`src/rtl/cache_bus_arbiter_if.sv`:
```
// Cache-side and memory-side handshake bundle for cache_bus_arbiter.
// master = arbiter view, slave = caches + memory controller view.
interface cache_bus_arbiter_if #(
    parameter int num_caches_p     = 4,
    parameter int dma_data_width_p = 2,
    parameter int pkt_width_p      = 64
);
    localparam int OWN_W = (num_caches_p > 1) ? $clog2(num_caches_p) : 1;

    logic [num_caches_p-1:0]                  cb_valid_i;
    logic [num_caches_p-1:0][pkt_width_p-1:0] cb_pkt_i;
    logic [num_caches_p-1:0]                  cb_yumi_o;
    logic [num_caches_p-1:0]                  cb_valid_o;
    logic [dma_data_width_p*32-1:0]           cb_data_o;
    logic                                     mb_valid_o;
    logic                                     mb_yumi_i;
    logic [pkt_width_p-1:0]                   mb_pkt_o;
    logic                                     mb_valid_i;
    logic [dma_data_width_p*32-1:0]           mb_data_i;
    logic [OWN_W-1:0]                         owner_o;
    logic                                     err_o;

    modport master (
        input  cb_valid_i, cb_pkt_i, mb_yumi_i, mb_valid_i, mb_data_i,
        output cb_yumi_o, cb_valid_o, cb_data_o, mb_valid_o, mb_pkt_o, owner_o, err_o
    );

    modport slave (
        output cb_valid_i, cb_pkt_i, mb_yumi_i, mb_valid_i, mb_data_i,
        input  cb_yumi_o, cb_valid_o, cb_data_o, mb_valid_o, mb_pkt_o, owner_o, err_o
    );
endinterface

```
`src/rtl/cache_bus_arbiter.sv`:
```
// Round-robin arbiter sharing one memory-side bus among several caches.
// One transaction in flight; a read holds the grant until its last response beat.
module cache_bus_arbiter #(
    parameter int num_caches_p     = 4,
    parameter int block_width_p    = 16,
    parameter int dma_data_width_p = 2,
    parameter int pkt_width_p      = 64,
    parameter int we_bit_p         = 63
) (
    input  logic                  clk_i,
    input  logic                  nreset_i,
    cache_bus_arbiter_if.master   bus
);
    localparam int BEATS = block_width_p / dma_data_width_p;
    localparam int OWN_W = (num_caches_p > 1) ? $clog2(num_caches_p) : 1;
    localparam int CNT_W = $clog2(BEATS) + 1;

    typedef logic [OWN_W-1:0] own_t;
    typedef enum logic [1:0] {IDLE, REQ, RESP} state_t;

    state_t            state, state_nxt;
    own_t              owner, owner_nxt, rr_ptr, rr_nxt, pick, owner_inc;
    logic              pick_vld;
    logic [CNT_W-1:0]  beat_cnt, cnt_nxt;
    logic              err, err_nxt;

    // Walk downward so the lowest offset from rr_ptr is the one left standing.
    always_comb begin
        pick_vld = 1'b0;
        pick     = rr_ptr;
        for (int i = num_caches_p - 1; i >= 0; i--) begin
            own_t idx;
            idx = own_t'((int'(rr_ptr) + i) % num_caches_p);
            if (bus.cb_valid_i[idx]) begin
                pick_vld = 1'b1;
                pick     = idx;
            end
        end
    end

    assign owner_inc = (owner == own_t'(num_caches_p - 1)) ? '0 : owner + 1'b1;

    always_comb begin
        state_nxt      = state;
        owner_nxt      = owner;
        rr_nxt         = rr_ptr;
        cnt_nxt        = beat_cnt;
        err_nxt        = err | (bus.mb_valid_i && (state != RESP));
        bus.cb_yumi_o  = '0;
        bus.cb_valid_o = '0;
        bus.cb_data_o  = bus.mb_data_i;
        bus.mb_valid_o = 1'b0;
        bus.mb_pkt_o   = '0;
        bus.owner_o    = '0;
        bus.err_o      = err;
        case (state)
            IDLE: begin
                if (pick_vld) begin
                    owner_nxt = pick;
                    state_nxt = REQ;
                end
            end
            REQ: begin
                bus.mb_valid_o       = 1'b1;
                bus.mb_pkt_o         = bus.cb_pkt_i[owner];
                bus.cb_yumi_o[owner] = bus.mb_yumi_i;
                bus.owner_o          = owner;
                if (bus.mb_yumi_i) begin
                    rr_nxt = owner_inc;
                    if (bus.cb_pkt_i[owner][we_bit_p]) begin
                        state_nxt = IDLE;
                    end else begin
                        cnt_nxt   = '0;
                        state_nxt = RESP;
                    end
                end
            end
            RESP: begin
                bus.cb_valid_o[owner] = bus.mb_valid_i;
                bus.owner_o           = owner;
                if (bus.mb_valid_i) begin
                    cnt_nxt = beat_cnt + 1'b1;
                    if (beat_cnt == CNT_W'(BEATS - 1)) state_nxt = IDLE;
                end
            end
            default: state_nxt = IDLE;
        endcase
    end

    always_ff @(posedge clk_i or negedge nreset_i) begin
        if (!nreset_i) begin
            state    <= IDLE;
            owner    <= '0;
            rr_ptr   <= '0;
            beat_cnt <= '0;
            err      <= 1'b0;
        end else begin
            state    <= state_nxt;
            owner    <= owner_nxt;
            rr_ptr   <= rr_nxt;
            beat_cnt <= cnt_nxt;
            err      <= err_nxt;
        end
    end
endmodule
```
`src/flat_wrapper.sv`:
```
// flat-port wrapper written by rule: the top's interface ports become plain ports
module cache_bus_arbiter_flat 
#(
    parameter int num_caches_p     = 4,
    parameter int block_width_p    = 16,
    parameter int dma_data_width_p = 2,
    parameter int pkt_width_p      = 64,
    parameter int we_bit_p         = 63
)
  (clk_i, nreset_i, bus_cb_valid_i, bus_cb_pkt_i, bus_mb_yumi_i, bus_mb_valid_i, bus_mb_data_i, bus_cb_yumi_o, bus_cb_valid_o, bus_cb_data_o, bus_mb_valid_o, bus_mb_pkt_o, bus_owner_o, bus_err_o);
  cache_bus_arbiter_if #(.num_caches_p(num_caches_p), .dma_data_width_p(dma_data_width_p), .pkt_width_p(pkt_width_p)) bus_i ();
  input  logic clk_i;
  input  logic nreset_i;
  input wire logic [$bits(bus_i.cb_valid_i)-1:0] bus_cb_valid_i;
  input wire logic [$bits(bus_i.cb_pkt_i)-1:0] bus_cb_pkt_i;
  input wire logic [$bits(bus_i.mb_yumi_i)-1:0] bus_mb_yumi_i;
  input wire logic [$bits(bus_i.mb_valid_i)-1:0] bus_mb_valid_i;
  input wire logic [$bits(bus_i.mb_data_i)-1:0] bus_mb_data_i;
  output wire logic [$bits(bus_i.cb_yumi_o)-1:0] bus_cb_yumi_o;
  output wire logic [$bits(bus_i.cb_valid_o)-1:0] bus_cb_valid_o;
  output wire logic [$bits(bus_i.cb_data_o)-1:0] bus_cb_data_o;
  output wire logic [$bits(bus_i.mb_valid_o)-1:0] bus_mb_valid_o;
  output wire logic [$bits(bus_i.mb_pkt_o)-1:0] bus_mb_pkt_o;
  output wire logic [$bits(bus_i.owner_o)-1:0] bus_owner_o;
  output wire logic [$bits(bus_i.err_o)-1:0] bus_err_o;
  assign bus_i.cb_valid_i = bus_cb_valid_i;
  assign bus_i.cb_pkt_i = bus_cb_pkt_i;
  assign bus_i.mb_yumi_i = bus_mb_yumi_i;
  assign bus_i.mb_valid_i = bus_mb_valid_i;
  assign bus_i.mb_data_i = bus_mb_data_i;
  assign bus_cb_yumi_o = bus_i.cb_yumi_o;
  assign bus_cb_valid_o = bus_i.cb_valid_o;
  assign bus_cb_data_o = bus_i.cb_data_o;
  assign bus_mb_valid_o = bus_i.mb_valid_o;
  assign bus_mb_pkt_o = bus_i.mb_pkt_o;
  assign bus_owner_o = bus_i.owner_o;
  assign bus_err_o = bus_i.err_o;
  cache_bus_arbiter #(.num_caches_p(num_caches_p), .block_width_p(block_width_p), .dma_data_width_p(dma_data_width_p), .pkt_width_p(pkt_width_p), .we_bit_p(we_bit_p)) u_core (.clk_i(clk_i), .nreset_i(nreset_i), .bus(bus_i));
endmodule
```
`config.mk`:
```
export PLATFORM = sky130hd
export DESIGN_NAME = cache_bus_arbiter_flat
export DESIGN_NICKNAME = d
export VERILOG_FILES = /design/src/rtl/cache_bus_arbiter_if.sv /design/src/rtl/cache_bus_arbiter.sv /design/src/flat_wrapper.sv
export SDC_FILE = /design/constraint.sdc
export NUM_CORES = 1
export LEC_CHECK = 0
export ABC_CLOCK_PERIOD_IN_PS = 5400
export CAP_MARGIN = 20
export CORE_AREA = 3 3 182 184
export DETAILED_ROUTE_END_ITERATION = 10
export DIE_AREA = 0 0 185 187
export GPL_ROUTABILITY_DRIVEN = 0
export MAX_ROUTING_LAYER = met4
export PLACE_DENSITY = 0.49
export SETUP_SLACK_MARGIN = 0.05
export SYNTH_ARGS = -nofsm -noshare
export SYNTH_HDL_FRONTEND = slang
export SYNTH_SLANG_ARGS = --single-unit
export TNS_END_PERCENT = 50
```
`constraint.sdc`:
```
create_clock -name clk_i -period 5.4 [get_ports clk_i]
set_input_delay 1.08 -clock clk_i [delete_from_list [all_inputs] [get_ports clk_i]]
set_output_delay 1.08 -clock clk_i [all_outputs]
set_load 0.03 [all_outputs]
```
==> qor.csv <==
metric;value;unit
Worst Path Arrival;2.88;ns
Distinct cells, synth;39;
I/O Pins;468;
effective utilization at floorplan;10.13;%
final worst setup slack;1.444;ns
Filler Cell Count;3453;
number of port buffers;339;
VDD IR-drop max;302.6;uV
Reg2Reg Setup Slack;2.99;ns
logic gate share of total power;84.8;%
drt first-iter violations;103;
CORE AREA;31560;sq um
MaxCap Viol Count;0;
drt wl/cell;18.36;microns
FMAX;252.8;MHz
first-pass GRT wire length;25360;microns
M3 GR Usage;3.073;%
chip width;185;microns
EDFF count, synth;0;
vias in the first global route;3935;
crit path launch type;input port;
clock skew;0.001661;ns
Psw;1.303;mW
sequential share of the synthesized area;8.614;%
PD cells;409.6;nW/um^2
Post-CTS Resized;0;
total die area;34600;sq um
mean number of vias per cell;3.619;
share of the cycle needed by the critical path after routing;73.25;%
syn_nets;632;
Slew Limit Fails;0;
Seq pwr share;10.4;%
setup TNS;0;ns
Core Rows;65;
Critical Path Fanout Max;1;
crit end category;primary output;
Ant. Diodes;0;
post-CTS setup buffer count;0;
Post-Syn Instances;296;
WHS;0.4598;ns
Final Hold Vio Count;0;
Layout area overhead;108.9;%
Die Ht;187;microns
P_leak;2.321;nW
H-tree depth;1;
YS warnings;0;
outcome;complete, no violations;
Multi-input gate area;2321;sq um
async set or reset register ratio after synthesis;100.0;%
DP Wirelength;14890;microns
grt total ovfl;0;
Non-Filler Instances;960;
Via Count;3474;
CTS Sinks;11;
largest net degree at the start of global routing;60;
Pre-antenna DRT Iters;5;
clock network fraction of design power;4.8;%
Final nets;895;
Max Root-Sink Buffers;2;
worst slack, placed;1.423;ns
Worst Max-Slew Pin Slew;0.9312;ns
Critical Path Source;bus_cb_pkt_i[197];
met2 Use GR;15.21;%
fin crit period;3.956;ns
initial antenna violation count;0;
Sw Ratio;47.68;%
total CTS buffers;3;
WS Path Type;in -> out;
GRT Total Usage;9.817;%
post-synthesis cell area;3196;sq um
Placed Cells;956;
Remaining DRCs;0;
main flop type after synthesis;dfrtp_1;
RR Startpoint;u_core.owner[1]$_DFFE_PN0P_;
slew margin rel.;37.92;%
met1 usage;12.71;%
busiest grt layer;met2;
Hold Crit Class;reg -> reg;
Skew-Pair Late Insertion Delay;0.23;ns
fin util;21.15;%
WP data required;4.32;ns
Seq. cell area;282.8;sq um
final setup fails;0;
worst hold start;u_core.bus.err_o$_DFF_PN0_;
RSZ-0062 raised after global routing;false;
share of post-route cells with drive strength above 1;14.34;%
CTS root buffer;clkbuf_16;
clk slew on worst S/H paths;0.04;ns
CTS tree;yes;
Routed WL;17620;microns
syn avg cell area;10.80;sq um
CTS Hold Buffers Added;0;
antenna-violating nets left;0;
internal power;1.430;mW
synthesized flop and latch total;11;
-- cell families (layout without fill, tap and decap cells) --
| logic type | after synthesis | in the layout | synth area share, % |
|---|---|---|---|
| DFF | 11 | 11 | 8.614 |
| muxes | 68 | 68 | 46.48 |
| and+or+nand+nor | 93 | 93 | 17.54 |
| buffers and inverters | 94 | 356 | 18.83 |
| adders and majority gates | 8 | 8 | 3.132 |
| AOI/OAI and AO/OA | 22 | 22 | 5.404 |
-- layout make-up --
class | instances | share of cell area, %
tap | 402 | 7.535
timing repair buffer | 345 | 51.88
clock buffer | 4 | 1.181
multi-input combinational | 191 | 34.77
inverter | 7 | 0.3936
sequential | 11 | 4.236
-- power by group through the flow --
stage | Sequential (mW) | Combinational [mW] | Clock, mW
detailed placement | 0.292 | 2.37 | 0
finish | 0.284 | 2.32 | 0.133
global placement | 0.293 | 2.37 | 0
floorplan | 0.142 | 1.59 | 0
CTS | 0.291 | 2.38 | 0.134
global route | 0.308 | 2.50 | 0.140
-- flip-flops by register name, indices dropped and copies added (netlist names) --
| signal | cells |
|---|---|
| u_core.rr_ptr | 2 |
| u_core.owner | 2 |
| u_core.bus.err_o | 1 |
| u_core.state | 2 |
| u_core.beat_cnt | 4 |
-- layout by cell type, fill, tap and decap left out, drive strengths merged, types with 2 or more instances in the layout --
cell type	synthesis	layout
ha	8	8
o221ai	2	2
o21ai	3	3
mux4	64	64
and2	66	66
clkbuf	15	4
a2bb2oi	2	2
buf	72	6
dfrtp	11	11
and3	8	8
inv	7	7
nand2	4	4
a211oi	2	2
nor2b	4	4
nor2	4	4
a21oi	2	2
clkdlybuf4s50	0	339
nor3	2	2
nand2b	2	2
o21a	2	2
mux2	3	3
-- path summary, 6_finish.rpt --
check                                                 end  cells past startpoint
max                                       bus_mb_pkt_o[5]                      4
min                            u_core.bus.err_o$_DFF_PN0_                      1
max reg2reg                u_core.beat_cnt[0]$_DFFE_PN0P_                      4
min reg2reg                    u_core.bus.err_o$_DFF_PN0_                      1
max in group asynchronous     u_core.owner[0]$_DFFE_PN0P_                      1
min in group asynchronous      u_core.bus.err_o$_DFF_PN0_                      1
-- per-layer routing --
layer / part of all wire (%) / wire, microns
met1: 42 / 7391
met2: 45 / 8016
met3: 11 / 1852
met4: 2.0 / 360
met5: 0 / 0
-- per-stage QoR --
step                area (sq um)  power, mW
finish                      6675      2.734
global route                6675      2.947
CTS                         6675      2.804
detailed placement          6596      2.658
global placement            6596      2.661
floorplan                   3196      1.735
-- worst max-delay path: stages --
cell,delay (ns)
clkdlybuf4s50_1,0.51
mux4_2,0.52
and2_1,0.18
clkdlybuf4s50_1,0.59
-- synthesized netlist by cell type (2+ instances only) --
cell type	count	area share, %
nor2b_1	4	0.78
clkbuf_1	14	1.6
and2_1	66	13
o221ai_1	2	0.55
nand2_1	4	0.47
dfrtp_1	11	8.6
nand2b_1	2	0.39
nor3_1	2	0.31
a2bb2oi_1	2	0.55
o21a_1	2	0.47
mux2_2	2	0.70
buf_2	6	0.94
and3_1	8	1.6
inv_1	7	0.82
buf_1	2	0.24
o21ai_0	2	0.31
ha_1	8	3.1
nor2_1	4	0.47
mux4_2	64	45
a21oi_1	2	0.31
buf_4	64	15
Note: power is estimated with default switching activity, not from simulation.
